===== config.mk =====
export PLATFORM = sky130hd
export DESIGN_NAME = cosim_check_ctrl_flat
export DESIGN_NICKNAME = d
export VERILOG_FILES = /design/src/rtl/cosim_check_ctrl_if.sv /design/src/rtl/cosim_check_ctrl.sv /design/src/flat_wrapper.sv
export SDC_FILE = /design/constraint.sdc
export NUM_CORES = 1
export LEC_CHECK = 0
export ABC_AREA = 1
export BUFFER_PORTS_ARGS = -buffer_cell sky130_fd_sc_hd__buf_2
export CORE_MARGIN = 3
export CORE_UTILIZATION = 30
export DETAILED_ROUTE_END_ITERATION = 16
export HOLD_SLACK_MARGIN = 0.02
export SKIP_LAST_GASP = 1
export SLEW_MARGIN = 20
export SYNTH_ARGS = -nofsm -noshare
export SYNTH_HDL_FRONTEND = slang
export SYNTH_SLANG_ARGS = --single-unit

===== constraint.sdc =====
create_clock -name clk -period 10.5 [get_ports clk]
set_input_delay 2.625 -clock clk [delete_from_list [all_inputs] [get_ports clk]]
set_output_delay 2.625 -clock clk [all_outputs]
set_load 0.1 [all_outputs]

===== src/rtl/cosim_check_ctrl_if.sv =====
// cosim_check_ctrl_if: retire, check-request and response signals between the DUT, the controller and the reference model
interface cosim_check_ctrl_if;
  logic        ret_valid;
  logic [63:0] ret_pc;
  logic [31:0] ret_insn;
  logic        ret_ready;
  logic        chk_valid;
  logic [63:0] chk_pc;
  logic        chk_ready;
  logic        rsp_valid;
  logic        rsp_miss;
  logic [63:0] rsp_pc;
  logic [31:0] rsp_insn;
  modport master (
    input  ret_valid, ret_pc, ret_insn, chk_ready, rsp_valid, rsp_miss, rsp_pc, rsp_insn,
    output ret_ready, chk_valid, chk_pc
  );
  modport slave (
    output ret_valid, ret_pc, ret_insn, chk_ready, rsp_valid, rsp_miss, rsp_pc, rsp_insn,
    input  ret_ready, chk_valid, chk_pc
  );
endinterface


===== src/rtl/cosim_check_ctrl.sv =====
// cosim_check_ctrl: lockstep retire-vs-reference checker with retire FIFO, mismatch counting and halt on errors or timeout
module cosim_check_ctrl #(
  parameter logic [63:0] START_PC = 64'h8000_0000,
  parameter int DEPTH = 8,
  parameter int MAX_ERR = 16,
  parameter int TIMEOUT = 1024
) (
  input  logic                 clk,
  input  logic                 rst,
  input  logic                 enable,
  cosim_check_ctrl_if.master   bus,
  output logic                 mismatch,
  output logic [63:0]          mm_pc,
  output logic [63:0]          mm_exp_pc,
  output logic [15:0]          err_count,
  output logic                 halted,
  output logic                 timeout
);
  localparam int AW = $clog2(DEPTH);
  localparam int TW = $clog2(TIMEOUT) + 1;
  typedef enum logic [1:0] {SYNC, ISSUE, WAIT, HALT} state_t;
  state_t state, state_n;
  logic [63:0] pc_mem [DEPTH];
  logic [31:0] insn_mem [DEPTH];
  logic [AW:0] wp, rp;
  logic [TW-1:0] tcnt;
  logic empty, full, push, pop, fail, issue, fire, expire;
  logic [15:0] err_inc;
  logic [63:0] head_pc;
  logic [31:0] head_insn;
  assign head_pc = pc_mem[rp[AW-1:0]];
  assign head_insn = insn_mem[rp[AW-1:0]];
  assign empty = wp == rp;
  assign full = wp == {~rp[AW], rp[AW-1:0]};
  // HALT keeps accepting so a dead checker never stalls the DUT
  assign bus.ret_ready = state == HALT || !full;
  assign push = bus.ret_valid && bus.ret_ready &&
                (state == ISSUE || state == WAIT || (state == SYNC && bus.ret_pc == START_PC));
  always_ff @(posedge clk)
    if (rst) state <= SYNC;
    else state <= state_n;
  always_comb begin
    state_n = state;
    issue = 1'b0;
    fire = 1'b0;
    pop = 1'b0;
    fail = 1'b0;
    expire = 1'b0;
    err_inc = err_count == 16'hFFFF ? err_count : err_count + 16'd1;
    case (state)
      SYNC: state_n = push ? ISSUE : SYNC;
      ISSUE: begin
        fire = bus.chk_valid && bus.chk_ready;
        issue = !bus.chk_valid && !empty && enable;
        state_n = fire ? WAIT : ISSUE;
      end
      WAIT: begin
        pop = bus.rsp_valid;
        fail = pop && (bus.rsp_miss || bus.rsp_insn != head_insn);
        expire = !bus.rsp_valid && tcnt == TW'(TIMEOUT - 1);
        state_n = expire ? HALT :
                  !pop ? WAIT :
                  (fail && MAX_ERR != 0 && err_inc == 16'(MAX_ERR)) ? HALT : ISSUE;
      end
      default: state_n = HALT;
    endcase
  end
  always_ff @(posedge clk)
    if (push) begin
      pc_mem[wp[AW-1:0]] <= bus.ret_pc;
      insn_mem[wp[AW-1:0]] <= bus.ret_insn;
    end
  always_ff @(posedge clk)
    if (rst) begin
      wp <= '0;
      rp <= '0;
      tcnt <= '0;
      bus.chk_valid <= 1'b0;
      bus.chk_pc <= '0;
      mismatch <= 1'b0;
      mm_pc <= '0;
      mm_exp_pc <= '0;
      err_count <= '0;
      halted <= 1'b0;
      timeout <= 1'b0;
    end else begin
      wp <= push ? wp + 1'b1 : wp;
      rp <= pop ? rp + 1'b1 : rp;
      tcnt <= state == WAIT ? tcnt + 1'b1 : '0;
      bus.chk_valid <= issue ? 1'b1 : fire ? 1'b0 : bus.chk_valid;
      bus.chk_pc <= issue ? head_pc : bus.chk_pc;
      mismatch <= fail;
      mm_pc <= fail ? head_pc : mm_pc;
      mm_exp_pc <= fail ? bus.rsp_pc : mm_exp_pc;
      err_count <= fail ? err_inc : err_count;
      halted <= halted || state_n == HALT;
      timeout <= timeout || expire;
    end
endmodule


===== src/flat_wrapper.sv =====
// flat-port wrapper written by rule: the top's interface ports become plain ports
module cosim_check_ctrl_flat 
#(
  parameter logic [63:0] START_PC = 64'h8000_0000,
  parameter int DEPTH = 8,
  parameter int MAX_ERR = 16,
  parameter int TIMEOUT = 1024
)
  (clk, rst, enable, mismatch, mm_pc, mm_exp_pc, err_count, halted, timeout, bus_ret_valid, bus_ret_pc, bus_ret_insn, bus_chk_ready, bus_rsp_valid, bus_rsp_miss, bus_rsp_pc, bus_rsp_insn, bus_ret_ready, bus_chk_valid, bus_chk_pc);
  cosim_check_ctrl_if bus_i ();
  input  logic clk;
  input  logic rst;
  input  logic enable;
  output logic mismatch;
  output logic [63:0] mm_pc;
  output logic [63:0] mm_exp_pc;
  output logic [15:0] err_count;
  output logic halted;
  output logic timeout;
  input wire logic [$bits(bus_i.ret_valid)-1:0] bus_ret_valid;
  input wire logic [$bits(bus_i.ret_pc)-1:0] bus_ret_pc;
  input wire logic [$bits(bus_i.ret_insn)-1:0] bus_ret_insn;
  input wire logic [$bits(bus_i.chk_ready)-1:0] bus_chk_ready;
  input wire logic [$bits(bus_i.rsp_valid)-1:0] bus_rsp_valid;
  input wire logic [$bits(bus_i.rsp_miss)-1:0] bus_rsp_miss;
  input wire logic [$bits(bus_i.rsp_pc)-1:0] bus_rsp_pc;
  input wire logic [$bits(bus_i.rsp_insn)-1:0] bus_rsp_insn;
  output wire logic [$bits(bus_i.ret_ready)-1:0] bus_ret_ready;
  output wire logic [$bits(bus_i.chk_valid)-1:0] bus_chk_valid;
  output wire logic [$bits(bus_i.chk_pc)-1:0] bus_chk_pc;
  assign bus_i.ret_valid = bus_ret_valid;
  assign bus_i.ret_pc = bus_ret_pc;
  assign bus_i.ret_insn = bus_ret_insn;
  assign bus_i.chk_ready = bus_chk_ready;
  assign bus_i.rsp_valid = bus_rsp_valid;
  assign bus_i.rsp_miss = bus_rsp_miss;
  assign bus_i.rsp_pc = bus_rsp_pc;
  assign bus_i.rsp_insn = bus_rsp_insn;
  assign bus_ret_ready = bus_i.ret_ready;
  assign bus_chk_valid = bus_i.chk_valid;
  assign bus_chk_pc = bus_i.chk_pc;
  cosim_check_ctrl #(.START_PC(START_PC), .DEPTH(DEPTH), .MAX_ERR(MAX_ERR), .TIMEOUT(TIMEOUT)) u_core (.clk(clk), .rst(rst), .enable(enable), .bus(bus_i), .mismatch(mismatch), .mm_pc(mm_pc), .mm_exp_pc(mm_exp_pc), .err_count(err_count), .halted(halted), .timeout(timeout));
endmodule

# Word-level counts from Yosys, hierarchy flattened
# Memories as Yosys holds them, arrays and structs flattened. A register that Yosys moved wholly into a read port is not among the register bits.
# Index checks and enable logic that the tools add are counted.
[word_totals] register_bits=233 ram_bits=768 in_bits=199 output_inout_bits=213 elab_cells=73 memories=2
[mem_list] memory="u_core.pc_mem" depth=8 word_bits=64 read_ports=1 rd_ports_with_merged_regs=1 wr=1 line_no="cosim_check_ctrl.sv:23" rtl="logic [63:0] pc_mem [DEPTH];"
[mem_list] memory="u_core.insn_mem" depth=8 word_bits=32 read_ports=1 rd_ports_with_merged_regs=1 wr=1 line_no="cosim_check_ctrl.sv:24" rtl="logic [31:0] insn_mem [DEPTH];"
[op_classes] addsub=4 n_eq_ne=11 n_mux=20 n_bitwise=2 reduce_logical=22
[op_table] cell="== test 64 x 32 -> 1 bit, second input constant" n=1
[op_table] cell="!= test 32 bit" n=1
[op_table] cell="adder 16 x 1 -> 16 bit, second input constant" n=1
[op_table] cell="== test 16 bit, second input constant" n=1
[op_table] cell="== test 16 x 5 -> 1 bit, second input constant" n=1
[op_table] cell="2-to-1 mux 16 bit" n=1
[op_table] cell="2-to-1 mux 3 bit" n=4
[op_table] cell="adder 11 x 1 -> 11 bit, second input constant" n=1
[op_table] cell="== test 11 x 10 -> 1 bit, second input constant" n=1
[op_table] cell="2-to-1 mux 1 bit" n=10
[op_table] cell="logical AND 1 bit" n=9
[op_table] cell="adder 4 x 1 -> 4 bit, second input constant" n=2
[op_table] cell="== test 4 bit" n=2
[op_table] cell="2-to-1 mux 2 bit" n=4
[op_table] cell="== test 2 bit, second input constant" n=3
[op_table] cell="logical OR 1 bit" n=6
[op_table] cell="one-hot mux 2 bit (3 select lines)" n=1
[op_table] cell="logical NOT 1 bit" n=4
[op_table] cell="== test 2 x 1 -> 1 bit, second input constant" n=1
[op_table] cell="logical NOT 2 bit" n=1
[op_table] cell="NOT 1 bit" n=2
[op_table] cell="nonzero test 2 bit" n=1
[op_table] cell="OR reduction 2 bit" n=1

# Logic depth before layout (Yosys ltp)
# Gate-level depths: netlist (run 1).
[depth] depth_word=10 ltp_mapped=22

# Least setup slack after synthesis (run 1)
# No wires, ideal clock.
[synth_timing] path_type="input port to flip-flop" startpoint="input port bus_ret_pc[1]" endpoint="memory u_core.insn_mem[6][0] (enable)" t_arrival_ns=9.909 required_time_ns=9.831 slack_ns=-0.078 cell_stages=6 n_path_buf=0 path_cell_list="nor4_1 nand4_1 nor2_1 a31o_2 nand3_1 nor3_1"
[synth_via] elab_chain_cells=6
[synth_rtl] element="start: declaration" line_no="flat_wrapper.sv:21" rtl="input wire logic [$bits(bus_i.ret_pc)-1:0] bus_ret_pc;"
[synth_rtl] element="== test 64 x 32 -> 1 bit" line_no="cosim_check_ctrl.sv:38" rtl="(state == ISSUE || state == WAIT || (state == SYNC && bus.ret_pc == START_PC));"
[synth_rtl] element="logical AND 1 bit" line_no="cosim_check_ctrl.sv:38"
[synth_rtl] element="logical OR 1 bit" line_no="cosim_check_ctrl.sv:38"
[synth_rtl] element="logical AND 1 bit" line_no="cosim_check_ctrl.sv:37" rtl="assign push = bus.ret_valid && bus.ret_ready &&"
[synth_rtl] element="2-to-1 mux 1 bit" line_no="cosim_check_ctrl.sv:69" rtl="if (push) begin"
[synth_rtl] element="2-to-1 mux 1 bit (implied by the code)" line_no="cosim_check_ctrl.sv:71" rtl="insn_mem[wp[AW-1:0]] <= bus.ret_insn;"
[synth_rtl] element="end: declaration" line_no="cosim_check_ctrl.sv:24"
# No other way between the ends.

# Worst setup path after layout (run 1)
[layout_timing] startpoint="input port bus_ret_pc[1]" endpoint="memory u_core.insn_mem[3][18] (enable)"
# The elaborated chain is that of the path after synthesis.

==> results of run 1 <==
worst max-delay path, cell delays in order:
cell and delay [ns]:
sky130_fd_sc_hd__buf_2 0.15, sky130_fd_sc_hd__nor4_1 0.64, sky130_fd_sc_hd__nand4_1 0.24, sky130_fd_sc_hd__nor2_1 0.20, sky130_fd_sc_hd__a31o_2 0.20, sky130_fd_sc_hd__nand2_1 0.17, sky130_fd_sc_hd__nor2_1 0.15, sky130_fd_sc_hd__inv_1 0.14
sky130_fd_sc_hd__nor2_4 0.66, sky130_fd_sc_hd__buf_4 0.74
sequential cells by signal, summed over array words and instances, names as in the netlist, named ones only:
signal,count
u_core.pc_mem,512
u_core.insn_mem,256
u_core.bus.chk_pc,64
u_core.mm_exp_pc,64
u_core.mm_pc,64
u_core.err_count,16
u_core.tcnt,11
u_core.rp,4
u_core.wp,4
u_core.state,2
u_core.bus.chk_valid,1
u_core.halted,1
u_core.mismatch,1
u_core.timeout,1
worst paths after layout:
kind	start	endpoint	slack, ns	cells past startpoint
worst max register to register	register	u_core.err_count[3]	5.35	16
worst max-delay path	bus_ret_pc[1]	u_core.insn_mem[3][18]	4.83	10
worst min register to register	u_core.halted	u_core.halted	0.45	2
worst min-delay path	u_core.halted	u_core.halted	0.45	2
through the flow:
step	util, %	setup WS (ns)
after global routing	36.0	4.66
final	36.0	4.83
after global placement	33.1	3.95
after floorplan	-	2.40
after CTS	36.0	4.87
after detailed placement	33.1	4.11
power by group:
group	internal (mW)	total, mW	leakage [nW]	switching (mW)
sequential	4.27	4.27	8.80	0.0000000538
clock	2.31	3.88	1.81	1.57
combinational	0.0345	0.111	7.73	0.0765
total	6.61	8.26	18.3	1.65
layout by cell type, fill, tap and decap left out, types with 4 or more instances in the layout:
cell and instances:
sky130_fd_sc_hd__nand4_1 10, sky130_fd_sc_hd__clkinv_2 16, sky130_fd_sc_hd__a31oi_1 22, sky130_fd_sc_hd__clkbuf_1 19, sky130_fd_sc_hd__nor2_1 602, sky130_fd_sc_hd__inv_1 230, sky130_fd_sc_hd__clkbuf_2 5, sky130_fd_sc_hd__o211ai_1 4
sky130_fd_sc_hd__buf_4 28, sky130_fd_sc_hd__clkbuf_8 12, sky130_fd_sc_hd__nor4_1 17, sky130_fd_sc_hd__clkbuf_16 115, sky130_fd_sc_hd__o22ai_1 129, sky130_fd_sc_hd__nor2_4 8, sky130_fd_sc_hd__nand2_1 589, sky130_fd_sc_hd__o21ai_1 134
sky130_fd_sc_hd__o21ai_0 381, sky130_fd_sc_hd__edfxtp_1 768, sky130_fd_sc_hd__xor2_1 6, sky130_fd_sc_hd__nand3b_1 14, sky130_fd_sc_hd__nand3_1 153, sky130_fd_sc_hd__nor3_1 5, sky130_fd_sc_hd__dfxtp_1 233, sky130_fd_sc_hd__bufinv_16 9
sky130_fd_sc_hd__buf_2 411, sky130_fd_sc_hd__diode_2 18, sky130_fd_sc_hd__ha_1 8, sky130_fd_sc_hd__a21oi_1 112, sky130_fd_sc_hd__inv_6 7, sky130_fd_sc_hd__clkinv_1 16
logic make-up (layout without fill, tap and decap cells):
family	count (synthesis)	in the layout	share of synthesized area, %
AND/OR/NAND/NOR	1406	1406	14.2
flip-flops	1004	1004	70.0
AO/OA/AOI/OAI	789	789	10.5
buffers and inverters	454	881	4.84
XOR/XNOR	9	9	0.199
adder cells (fa/ha/maj)	8	8	0.252
other	0	18	0
layout make-up:
cell class / count / area (sq um)
Antenna cell: 18 / 45.0
Clock buffer: 151 / 3140
Clock inverter: 51 / 531
Fill cell: 12800 / 83500
Inverter: 236 / 912
Multi-Input combinational cell: 2212 / 10000
Sequential cell: 1004 / 27800
Tap cell: 1742 / 2180
Timing Repair Buffer: 443 / 2350
synth_stat cells (2+ instances only):
cell and instances:
sky130_fd_sc_hd__o211ai_1 4, sky130_fd_sc_hd__buf_4 8, sky130_fd_sc_hd__a31oi_1 22, sky130_fd_sc_hd__o21ai_0 381, sky130_fd_sc_hd__or2_2 3, sky130_fd_sc_hd__o22ai_1 129, sky130_fd_sc_hd__nand3b_1 14, sky130_fd_sc_hd__nand2_1 589
sky130_fd_sc_hd__nand3_1 153, sky130_fd_sc_hd__buf_6 16, sky130_fd_sc_hd__o21bai_1 2, sky130_fd_sc_hd__xor2_1 6, sky130_fd_sc_hd__edfxtp_1 768, sky130_fd_sc_hd__xnor2_1 3, sky130_fd_sc_hd__buf_2 50, sky130_fd_sc_hd__ha_1 8
sky130_fd_sc_hd__dfxtp_1 236, sky130_fd_sc_hd__clkbuf_1 138, sky130_fd_sc_hd__nand4_1 10, sky130_fd_sc_hd__nor4_1 17, sky130_fd_sc_hd__nor2_2 2, sky130_fd_sc_hd__a21oi_1 112, sky130_fd_sc_hd__buf_1 6, sky130_fd_sc_hd__nor3_1 6
sky130_fd_sc_hd__inv_1 233, sky130_fd_sc_hd__o21ai_1 134, sky130_fd_sc_hd__nor2_1 609
per-layer routing:
metal	share of wire, %	routed length (microns)
met5	0.076	86
met4	2.7	3000
met3	7.0	7880
met2	47	53000
met1	43	48700
==> flow_metrics.py, run 1 <==
metrics = {
    "run_status": {
        "outcome": "complete, no violations",
    },
    "global_route": {
        "globalRouteOverflowTotal": 0,
        "grt_first_pass_wirelength_microns": 166000,
        "grt-busiest-layer": "met2",
        "global_route.usage.met1_pct": 21.4,
        "maximum_number_of_pins_on_one_net_before_global_route_repair": 219,
        "met3_usage_pct": 3.54,
        "number_of_global_route_vias_before_repair": 26200,
        "antenna_found_initial": 47,
        "use_met2_pct": 25.7,
        "grtUsageTotal_pct": 16.0,
    },
    "synthesis": {
        "yosysWarningCount": 0,
        "synth.distinct_cells": 38,
        "asyncSetResetFlopFracSynth_pct": 0,
        "synthDominantAreaCellType": "sky130_fd_sc_hd__edfxtp_1",
        "postSynthRegisterBits": 1004,
        "ys.flop_type": "sky130_fd_sc_hd__edfxtp_1",
        "post_synth_instance_area_sq_mm": 0.0397,
        "synth_enable_flop_cells": 768,
        "netlist_instances": 3670,
        "post_synth.cell_area_avg_sq_um": 10.8,
        "synth.net_count": 3877,
        "synth.top_cells.by_area": "sky130_fd_sc_hd__edfxtp_1, sky130_fd_sc_hd__dfxtp_1, sky130_fd_sc_hd__nor2_1",
        "post-synth-top-area-fraction_pct": 58.1,
        "yosysSeqAreaShare_pct": 70.0,
    },
    "route": {
        "routedWlPerCell_microns": 19.2,
        "drt_iter0_drc": 2260,
        "mean_number_of_vias_per_cell": 4.74,
        "drt.antenna.violating_nets": 0,
        "drt_pass1_iterations": 5,
        "route.detailed.drc": 0,
        "totalWireLength_microns": 113000,
        "dr_total_vias": 27700,
    },
    "layout": {
        "fin_area_sq_mm": 0.0470,
        "area_growth_pct": 18.4,
        "final_cell_count_no_fill": 5857,
        "drive_above_1_share_pct": 15.5,
        "numnets_final": 4212,
    },
    "setup_path": {
        "critical_path_class": "in2reg",
        "data_arrival_critical_path_ns": 5.98,
        "setup.worst_path.start_class": "input port",
        "cp_max_fo": 44,
        "setup.worst_path.end_class": "register",
        "timing.critical_path.required_ns": 10.81,
    },
    "place": {
        "port-buffer-count": 411,
        "place.detailed.instances": 5636,
        "gp_congestion": 0.778,
        "dpl.hpwl_microns": 67000,
        "postPlaceCellArea_sq_mm": 0.0432,
    },
    "cts": {
        "post_cts_resize_count": 0,
        "tritoncts_num_sinks": 1004,
        "worst_setup_hold_path_clk_slew_ns": 0.06,
        "clkLatencyLatePin_ns": 0.71,
        "clock_tree.buffer_depth": 3,
        "clock_tree.htree_level_count": 3,
        "cts_made_buffers": 108,
        "cts_root_buffer": "sky130_fd_sc_hd__clkbuf_16",
        "cts_setup_buffers": 0,
        "cts_tree": "built",
        "postCtsHoldBufs": 0,
    },
    "timing": {
        "finalHoldWorstSlack_ns": 0.453,
        "final.setup_skew_ns": 0.0341,
        "fin_crit_ns": 5.67,
        "finalMaxSlewViolations": 0,
        "rsz0062_at_grt": "false",
        "layout_worst_path_cycle_share_pct": 54.0,
        "max_slew.worst_pin.slew_ns": 1.20,
        "setup_total_negative_slack_ns": 0,
        "final-hold-violation-count": 0,
        "fmaxAchievable_ghz": 0.176,
        "setup_violations": 0,
        "worst_slew_margin_rel_pct": 19.8,
    },
    "job": {
        "maxcap_viol_count": 0,
    },
    "floorplan": {
        "core_area_sq_mm": 0.130,
        "row_count": 132,
        "die_h_microns": 370,
        "dieArea_sq_mm": 0.137,
        "floorplan.io_pins": 412,
        "initial_utilization_pct": 30.4,
        "fp.dieW_microns": 370,
    },
    "power_and_ir_drop": {
        "finalPower_mw": 8.26,
        "cellLeakagePower_nw": 18.3,
        "peakVddDrop_uv": 129,
        "pwr_density_cell_mw_per_mm2": 176,
    },
    "worst_hold_path": {
        "hp-class": "reg2reg",
    },
}
(Power assumes the default switching activity.)
==> inputs of run 2 (changes only) <==
ABC_AREA = 0   (was 1)
clock period = 4.9 ns   (was 10.5 ns; I/O delays follow)
==> flow_metrics.py, run 2 <==
metrics = {
    "timing": {
        "layout_worst_path_cycle_share_pct": 81.2,
        "setup_total_negative_slack_ns": 0,
        "setup_violations": 0,
        "max_slew.worst_pin.slew_ns": 1.08,
        "worst_slew_margin_rel_pct": 27.8,
        "final.setup_skew_ns": 0.0236,
        "finalMaxSlewViolations": 0,
        "rsz0062_at_grt": "false",
        "final-hold-violation-count": 0,
        "fmaxAchievable_ghz": 0.251,
        "fin_crit_ns": 3.98,
    },
    "floorplan": {
        "floorplan.io_pins": 412,
        "fp.dieW_microns": 362,
        "dieArea_sq_mm": 0.131,
        "initial_utilization_pct": 30.4,
        "die_h_microns": 362,
        "core_area_sq_mm": 0.125,
        "row_count": 129,
    },
    "synthesis": {
        "synth_enable_flop_cells": 768,
        "post_synth.cell_area_avg_sq_um": 17.8,
        "post_synth_instance_area_sq_mm": 0.0380,
        "netlist_instances": 2129,
        "yosysWarningCount": 0,
        "post_synth_most_frequent_cells": "sky130_fd_sc_hd__edfxtp_1, sky130_fd_sc_hd__nor2_1, sky130_fd_sc_hd__dfxtp_1",
        "synthDominantAreaCellType": "sky130_fd_sc_hd__edfxtp_1",
        "synth.top_cells.by_area": "sky130_fd_sc_hd__edfxtp_1, sky130_fd_sc_hd__dfxtp_1, sky130_fd_sc_hd__mux4_2",
        "synth.distinct_cells": 56,
        "postSynthRegisterBits": 1004,
        "yosysSeqAreaShare_pct": 73.2,
        "synth.net_count": 2336,
        "ys.flop_type": "sky130_fd_sc_hd__edfxtp_1",
        "synth.most_common_cell": "sky130_fd_sc_hd__edfxtp_1",
        "asyncSetResetFlopFracSynth_pct": 0,
        "post-synth-top-area-fraction_pct": 60.7,
    },
    "layout": {
        "max_ffs_per_register": 512,
        "area_growth_pct": 23.0,
        "numnets_final": 2858,
        "final_cell_count_no_fill": 4386,
        "final_core_utilization_pct": 37.4,
        "commonest_non_fill_non_tap_cell_in_the_layout": "sky130_fd_sc_hd__edfxtp_1",
        "highest_count_cells_in_the_layout_ignoring_fill_and_taps": "sky130_fd_sc_hd__edfxtp_1, sky130_fd_sc_hd__buf_2, sky130_fd_sc_hd__nor2_1",
        "drive_above_1_share_pct": 33.4,
        "layout.filler_cells": 11600,
    },
    "job": {
        "maxcap_viol_count": 0,
    },
    "global_route": {
        "maximum_number_of_pins_on_one_net_before_global_route_repair": 96,
        "antenna_found_initial": 22,
        "number_of_global_route_vias_before_repair": 20700,
        "grtUsageTotal_pct": 14.3,
        "grt_first_pass_wirelength_microns": 140000,
        "globalRouteOverflowTotal": 0,
    },
    "place": {
        "port-buffer-count": 411,
        "gp_congestion": 0.755,
        "place.detailed.instances": 4181,
        "dpl.hpwl_microns": 64200,
    },
    "route": {
        "routedWlPerCell_microns": 21.7,
        "totalWireLength_microns": 95000,
        "drt_iter0_drc": 1790,
        "drt_pass1_iterations": 5,
        "route.detailed.drc": 0,
        "dr_total_vias": 20800,
        "mean_number_of_vias_per_cell": 4.73,
        "drt.antenna.violating_nets": 0,
    },
    "cts": {
        "post_cts_resize_count": 0,
        "cts_setup_buffers": 0,
        "cts_made_buffers": 105,
        "clkLatencyLatePin_ns": 0.70,
        "postCtsHoldBufs": 0,
        "cts_tree": "built",
        "clock_tree.htree_level_count": 3,
        "cts_root_buffer": "sky130_fd_sc_hd__clkbuf_16",
        "worst_setup_hold_path_clk_slew_ns": 0.06,
        "clock_tree.buffer_depth": 3,
        "tritoncts_num_sinks": 1004,
    },
    "setup_path": {
        "setup.worst_path.start_class": "register",
        "data_arrival_critical_path_ns": 4.53,
        "cp_max_fo": 82,
        "timing.critical_path.required_ns": 5.46,
        "crit_family": "simple AND/OR/NAND/NOR gates",
        "timing.critical_path.slowest_cell_delay_ns": 0.74,
        "critPathMostFrequentCell": "sky130_fd_sc_hd__mux2i_1",
        "critical-path-slowest-cell": "sky130_fd_sc_hd__nor4_1",
        "critical_path_class": "reg2reg",
        "worst-path-buf-inv": 2,
        "timing.critical_path.cells": "mux4_2, mux2i_1, xnor2_1, nor4_1, nand4_1, nor3_2, buf_4, a21oi_4, buf_12, mux2i_1, nor2_1",
        "setup.worst_path.end_class": "register",
    },
    "power_and_ir_drop": {
        "power_report.internal_total_mw": 13.8,
        "swShare_pct": 20.3,
        "peakVddDrop_uv": 249,
        "cellLeakagePower_nw": 15.5,
        "comb_power_share_pct": 1.4,
        "netSwitchingPower_mw": 3.51,
        "pwr_density_cell_mw_per_mm2": 370,
        "p_seq_share_pct": 52.9,
        "clkPwrFrac_pct": 45.7,
    },
    "run_status": {
        "outcome": "complete, no violations",
    },
    "worst_hold_path": {
        "hp-class": "reg2reg",
    },
}
==> run 2: cell types whose count changed in the layout (fill, tap and decap cells not counted), moves of 45 or more <==
cell                       change
sky130_fd_sc_hd__o22ai_1     -123
sky130_fd_sc_hd__nand2_1     -558
sky130_fd_sc_hd__mux2i_1     +176
sky130_fd_sc_hd__buf_12       +45
sky130_fd_sc_hd__o21ai_1     -134
sky130_fd_sc_hd__nand3_1     -136
sky130_fd_sc_hd__nor2_1      -362
sky130_fd_sc_hd__o21ai_0     -379
sky130_fd_sc_hd__a21oi_1     -106
sky130_fd_sc_hd__inv_1       -225
sky130_fd_sc_hd__mux4_2      +179
sky130_fd_sc_hd__buf_4        +55
sky130_fd_sc_hd__a211oi_1    +132
==> run 2: worst paths after layout <==
path	from	to	slack (ns)	cells after the start
setup / recovery	register	u_core.mm_exp_pc[56]	0.92	11
setup reg to reg	register	u_core.mm_exp_pc[56]	0.92	11
hold reg to reg	u_core.tcnt[0]	u_core.tcnt[0]	0.47	1
hold / removal	u_core.tcnt[0]	u_core.tcnt[0]	0.47	1
==> run 2: power groups by stage <==
stage          Combinational, mW  Clock [mW]  Sequential [mW]
2_1_floorplan             0.0452           0             9.33
3_3_place_gp               0.248           0             9.32
3_5_place_dp               0.252           0             9.32
4_1_cts                    0.251        8.14             9.14
5_1_grt                    0.275        8.50             9.13
6_report                   0.246        7.90             9.14
==> run 2: cell type report <==
| cell class | count | area, sq um | share of cell area (%) |
|---|---|---|---|
| clock buffer | 136 | 2860 | 6.13 |
| timing repair buffer | 541 | 3630 | 7.77 |
| antenna | 6 | 15.0 | 0.0321 |
| multi-input combinational | 992 | 9720 | 20.8 |
| inverter | 7 | 26.3 | 0.0563 |
| clock inverter | 63 | 601 | 1.29 |
| sequential | 1004 | 27800 | 59.5 |
| tap | 1637 | 2050 | 4.39 |
==> run 2: through the flow <==
| step | power (mW) | cell area, sq um | setup WS, ns | hold slack (ns) |
|---|---|---|---|---|
| final | 17.3 | 46700 | 0.923 | 0.469 |
| after detailed placement | 9.57 | 43200 | 0.290 | 0.455 |
| after CTS | 17.5 | 46700 | 0.801 | 0.470 |
| after floorplan | 9.37 | 38100 | -0.698 | 0.430 |
| after global routing | 17.9 | 46700 | 0.600 | 0.505 |
| after global placement | 9.57 | 43200 | 0.211 | 0.443 |
==> run 2: routing by layer <==
layer	vias to the layer above	GRT usage (%)	share of wire, %
li1	9476	-	-
met1	10400	20.2	45
met2	719	21.9	46
met3	148	3.81	7.3
met4	8	3.58	2.0
met5	-	0	0.058
==> run 2: cell families (layout without fill, tap and decap cells) <==
| logic type | Yosys count | after routing | share of synthesized area [%] |
|---|---|---|---|
| flip-flops | 1004 | 1004 | 73.2 |
| AND/OR/NAND/NOR | 388 | 388 | 4.64 |
| multiplexers | 372 | 372 | 15.8 |
| AO/OA/AOI/OAI | 168 | 168 | 3.27 |
| buffers and inverters | 133 | 747 | 1.62 |
| XOR/XNOR | 56 | 56 | 1.29 |
| adder cells (fa/ha/maj) | 8 | 8 | 0.264 |
| other | 0 | 6 | 0 |
==> inputs of run 3 (changes only) <==
clock period = 3.5 ns   (was 4.9 ns; I/O delays follow)
==> flow_metrics.py, run 3 (synthesized netlist as in run 2, its figures left out) <==
metrics = {
    "floorplan": {
        "die_h_microns": 362,
        "fp.dieW_microns": 362,
        "core_area_sq_mm": 0.125,
        "row_count": 129,
        "dieArea_sq_mm": 0.131,
        "floorplan.io_pins": 412,
        "initial_utilization_pct": 30.4,
    },
    "layout": {
        "area_growth_pct": 26.6,
        "numnets_final": 2941,
        "drive_above_1_share_pct": 37.6,
        "fin_area_sq_mm": 0.0481,
        "final_core_utilization_pct": 38.5,
        "highest_count_cells_in_the_layout_ignoring_fill_and_taps": "sky130_fd_sc_hd__edfxtp_1, sky130_fd_sc_hd__buf_2, sky130_fd_sc_hd__dfxtp_1",
        "max_ffs_per_register": 512,
        "layout.filler_cells": 11400,
        "commonest_non_fill_non_tap_cell_in_the_layout": "sky130_fd_sc_hd__edfxtp_1",
    },
    "cts": {
        "cts_tree": "built",
        "postCtsHoldBufs": 0,
        "worst_setup_hold_path_clk_slew_ns": 0.07,
        "clkLatencyLatePin_ns": 0.72,
        "tritoncts_num_sinks": 1004,
        "cts_made_buffers": 105,
        "cts_root_buffer": "sky130_fd_sc_hd__clkbuf_16",
        "clock_tree.htree_level_count": 3,
        "clock_tree.buffer_depth": 3,
    },
    "setup_path": {
        "setup.worst_path.start_class": "register",
        "cp_max_fo": 17,
        "setup.worst_path.end_class": "register",
        "critical_path_class": "reg2reg",
        "data_arrival_critical_path_ns": 3.96,
        "timing.critical_path.required_ns": 4.07,
    },
    "place": {
        "gp_congestion": 0.792,
        "pre_cts_slack_ns": -0.546,
        "postPlaceCellArea_sq_mm": 0.0439,
        "port-buffer-count": 411,
        "dpl.hpwl_microns": 63900,
    },
    "route": {
        "drt_iter0_drc": 1721,
        "totalWireLength_microns": 95800,
        "drt_pass1_iterations": 7,
        "route.detailed.drc": 0,
        "routedWlPerCell_microns": 21.5,
        "mean_number_of_vias_per_cell": 4.71,
        "drt.antenna.violating_nets": 0,
        "dr_total_vias": 21000,
    },
    "global_route": {
        "antenna_found_initial": 16,
        "grtUsageTotal_pct": 14.3,
        "grt_first_pass_wirelength_microns": 140000,
        "globalRouteOverflowTotal": 0,
        "maximum_number_of_pins_on_one_net_before_global_route_repair": 114,
        "number_of_global_route_vias_before_repair": 21000,
    },
    "timing": {
        "max_slew.worst_pin.slew_ns": 1.02,
        "setup_ws_ns": 0.115,
        "setup_total_negative_slack_ns": 0,
        "worst_slew_margin_rel_pct": 32.2,
        "finalMaxSlewViolations": 0,
        "rsz0062_at_grt": "true",
        "final-hold-violation-count": 0,
        "finalHoldWorstSlack_ns": 0.416,
        "fin_crit_ns": 3.39,
        "fmaxAchievable_ghz": 0.295,
        "final.setup_skew_ns": 0.0549,
        "setup_violations": 0,
        "layout_worst_path_cycle_share_pct": 96.7,
    },
    "worst_hold_path": {
        "hp-class": "in2reg",
    },
    "power_and_ir_drop": {
        "pwr_density_cell_mw_per_mm2": 511,
        "peakVddDrop_uv": 407,
        "cellLeakagePower_nw": 16.1,
    },
    "job": {
        "maxcap_viol_count": 0,
    },
    "run_status": {
        "outcome": "complete, no violations",
    },
}
==> run 3: cell types whose count changed in the layout (fill, tap and decap cells not counted), moves of 15 or more <==
cell,change
sky130_fd_sc_hd__a211oi_2,+21
sky130_fd_sc_hd__nor2_2,+18
sky130_fd_sc_hd__buf_4,+44
sky130_fd_sc_hd__buf_12,+15
sky130_fd_sc_hd__a211oi_1,-21
sky130_fd_sc_hd__nor2_1,-20
==> run 3: through the flow <==
stage                     total power [mW]  std cells
after floorplan                       13.1       2129
after global placement                13.5       4248
after detailed placement              13.5       4248
after CTS                             24.9       4448
after global routing                  25.4       4458
final                                 24.6       4464
==> run 3: power breakdown <==
group / leakage [nW] / internal [mW] / total (mW) / switching [mW]
sequential: 8.80 / 12.8 / 12.8 / 0.000000150
combinational: 5.53 / 0.138 / 0.402 / 0.265
clock: 1.75 / 6.67 / 11.4 / 4.71
total: 16.1 / 19.6 / 24.6 / 4.97
==> run 3: cell type report <==
cell class	count	area, sq um	share of cell area (%)
sequential	1004	27800	57.8
multi-input combinational	992	9940	20.7
timing repair buffer	624	4660	9.70
clock buffer	138	2970	6.18
tap	1637	2050	4.26
clock inverter	55	599	1.25
inverter	7	26.3	0.0547
antenna	7	17.5	0.0364
==> run 3: path summary, 6_finish.rpt <==
path,to,depth (start not counted),startpoint,slack [ns]
setup reg to reg,u_core.mm_exp_pc[36],16,register,0.11
hold reg to reg,u_core.tcnt[0],1,u_core.tcnt[0],0.47
setup / recovery,u_core.mm_exp_pc[36],16,register,0.11
hold / removal,u_core.mm_exp_pc[62],3,bus_rsp_pc[62],0.42
==> run 3: repair_timing <==
item                                    in CTS  in global routing
hold endpoints to repair                     0                  0
buffers inserted                             6                  3
endpoints found under the setup margin     119                113
pin swaps                                    4                  9
resized for setup                            8                 69
gates cloned                                 1                  5
==> run 3: layer usage <==
metal | global-route usage (%) | part of all wire (%) | vias up
met5 | 0 | 0.088 | -
li1 | - | - | 9634
met4 | 3.45 | 1.5 | 14
met2 | 22.6 | 47 | 614
met3 | 3.29 | 7.0 | 124
met1 | 20.0 | 45 | 10600
==> run 3: worst max-delay path, stage by stage, from the launching register on <==
cell and delay (ns):
sky130_fd_sc_hd__dfxtp_4 0.36, sky130_fd_sc_hd__buf_12 0.14, sky130_fd_sc_hd__buf_8 0.21, sky130_fd_sc_hd__buf_4 0.21
sky130_fd_sc_hd__mux4_2 0.52, sky130_fd_sc_hd__mux2i_1 0.16, sky130_fd_sc_hd__buf_4 0.14, sky130_fd_sc_hd__xor2_1 0.14
sky130_fd_sc_hd__nand3_1 0.12, sky130_fd_sc_hd__nor3_2 0.23, sky130_fd_sc_hd__buf_6 0.19, sky130_fd_sc_hd__a21oi_4 0.10
sky130_fd_sc_hd__buf_12 0.16, sky130_fd_sc_hd__buf_16 0.15, sky130_fd_sc_hd__buf_12 0.15, sky130_fd_sc_hd__mux2i_2 0.18
sky130_fd_sc_hd__nor2_1 0.05
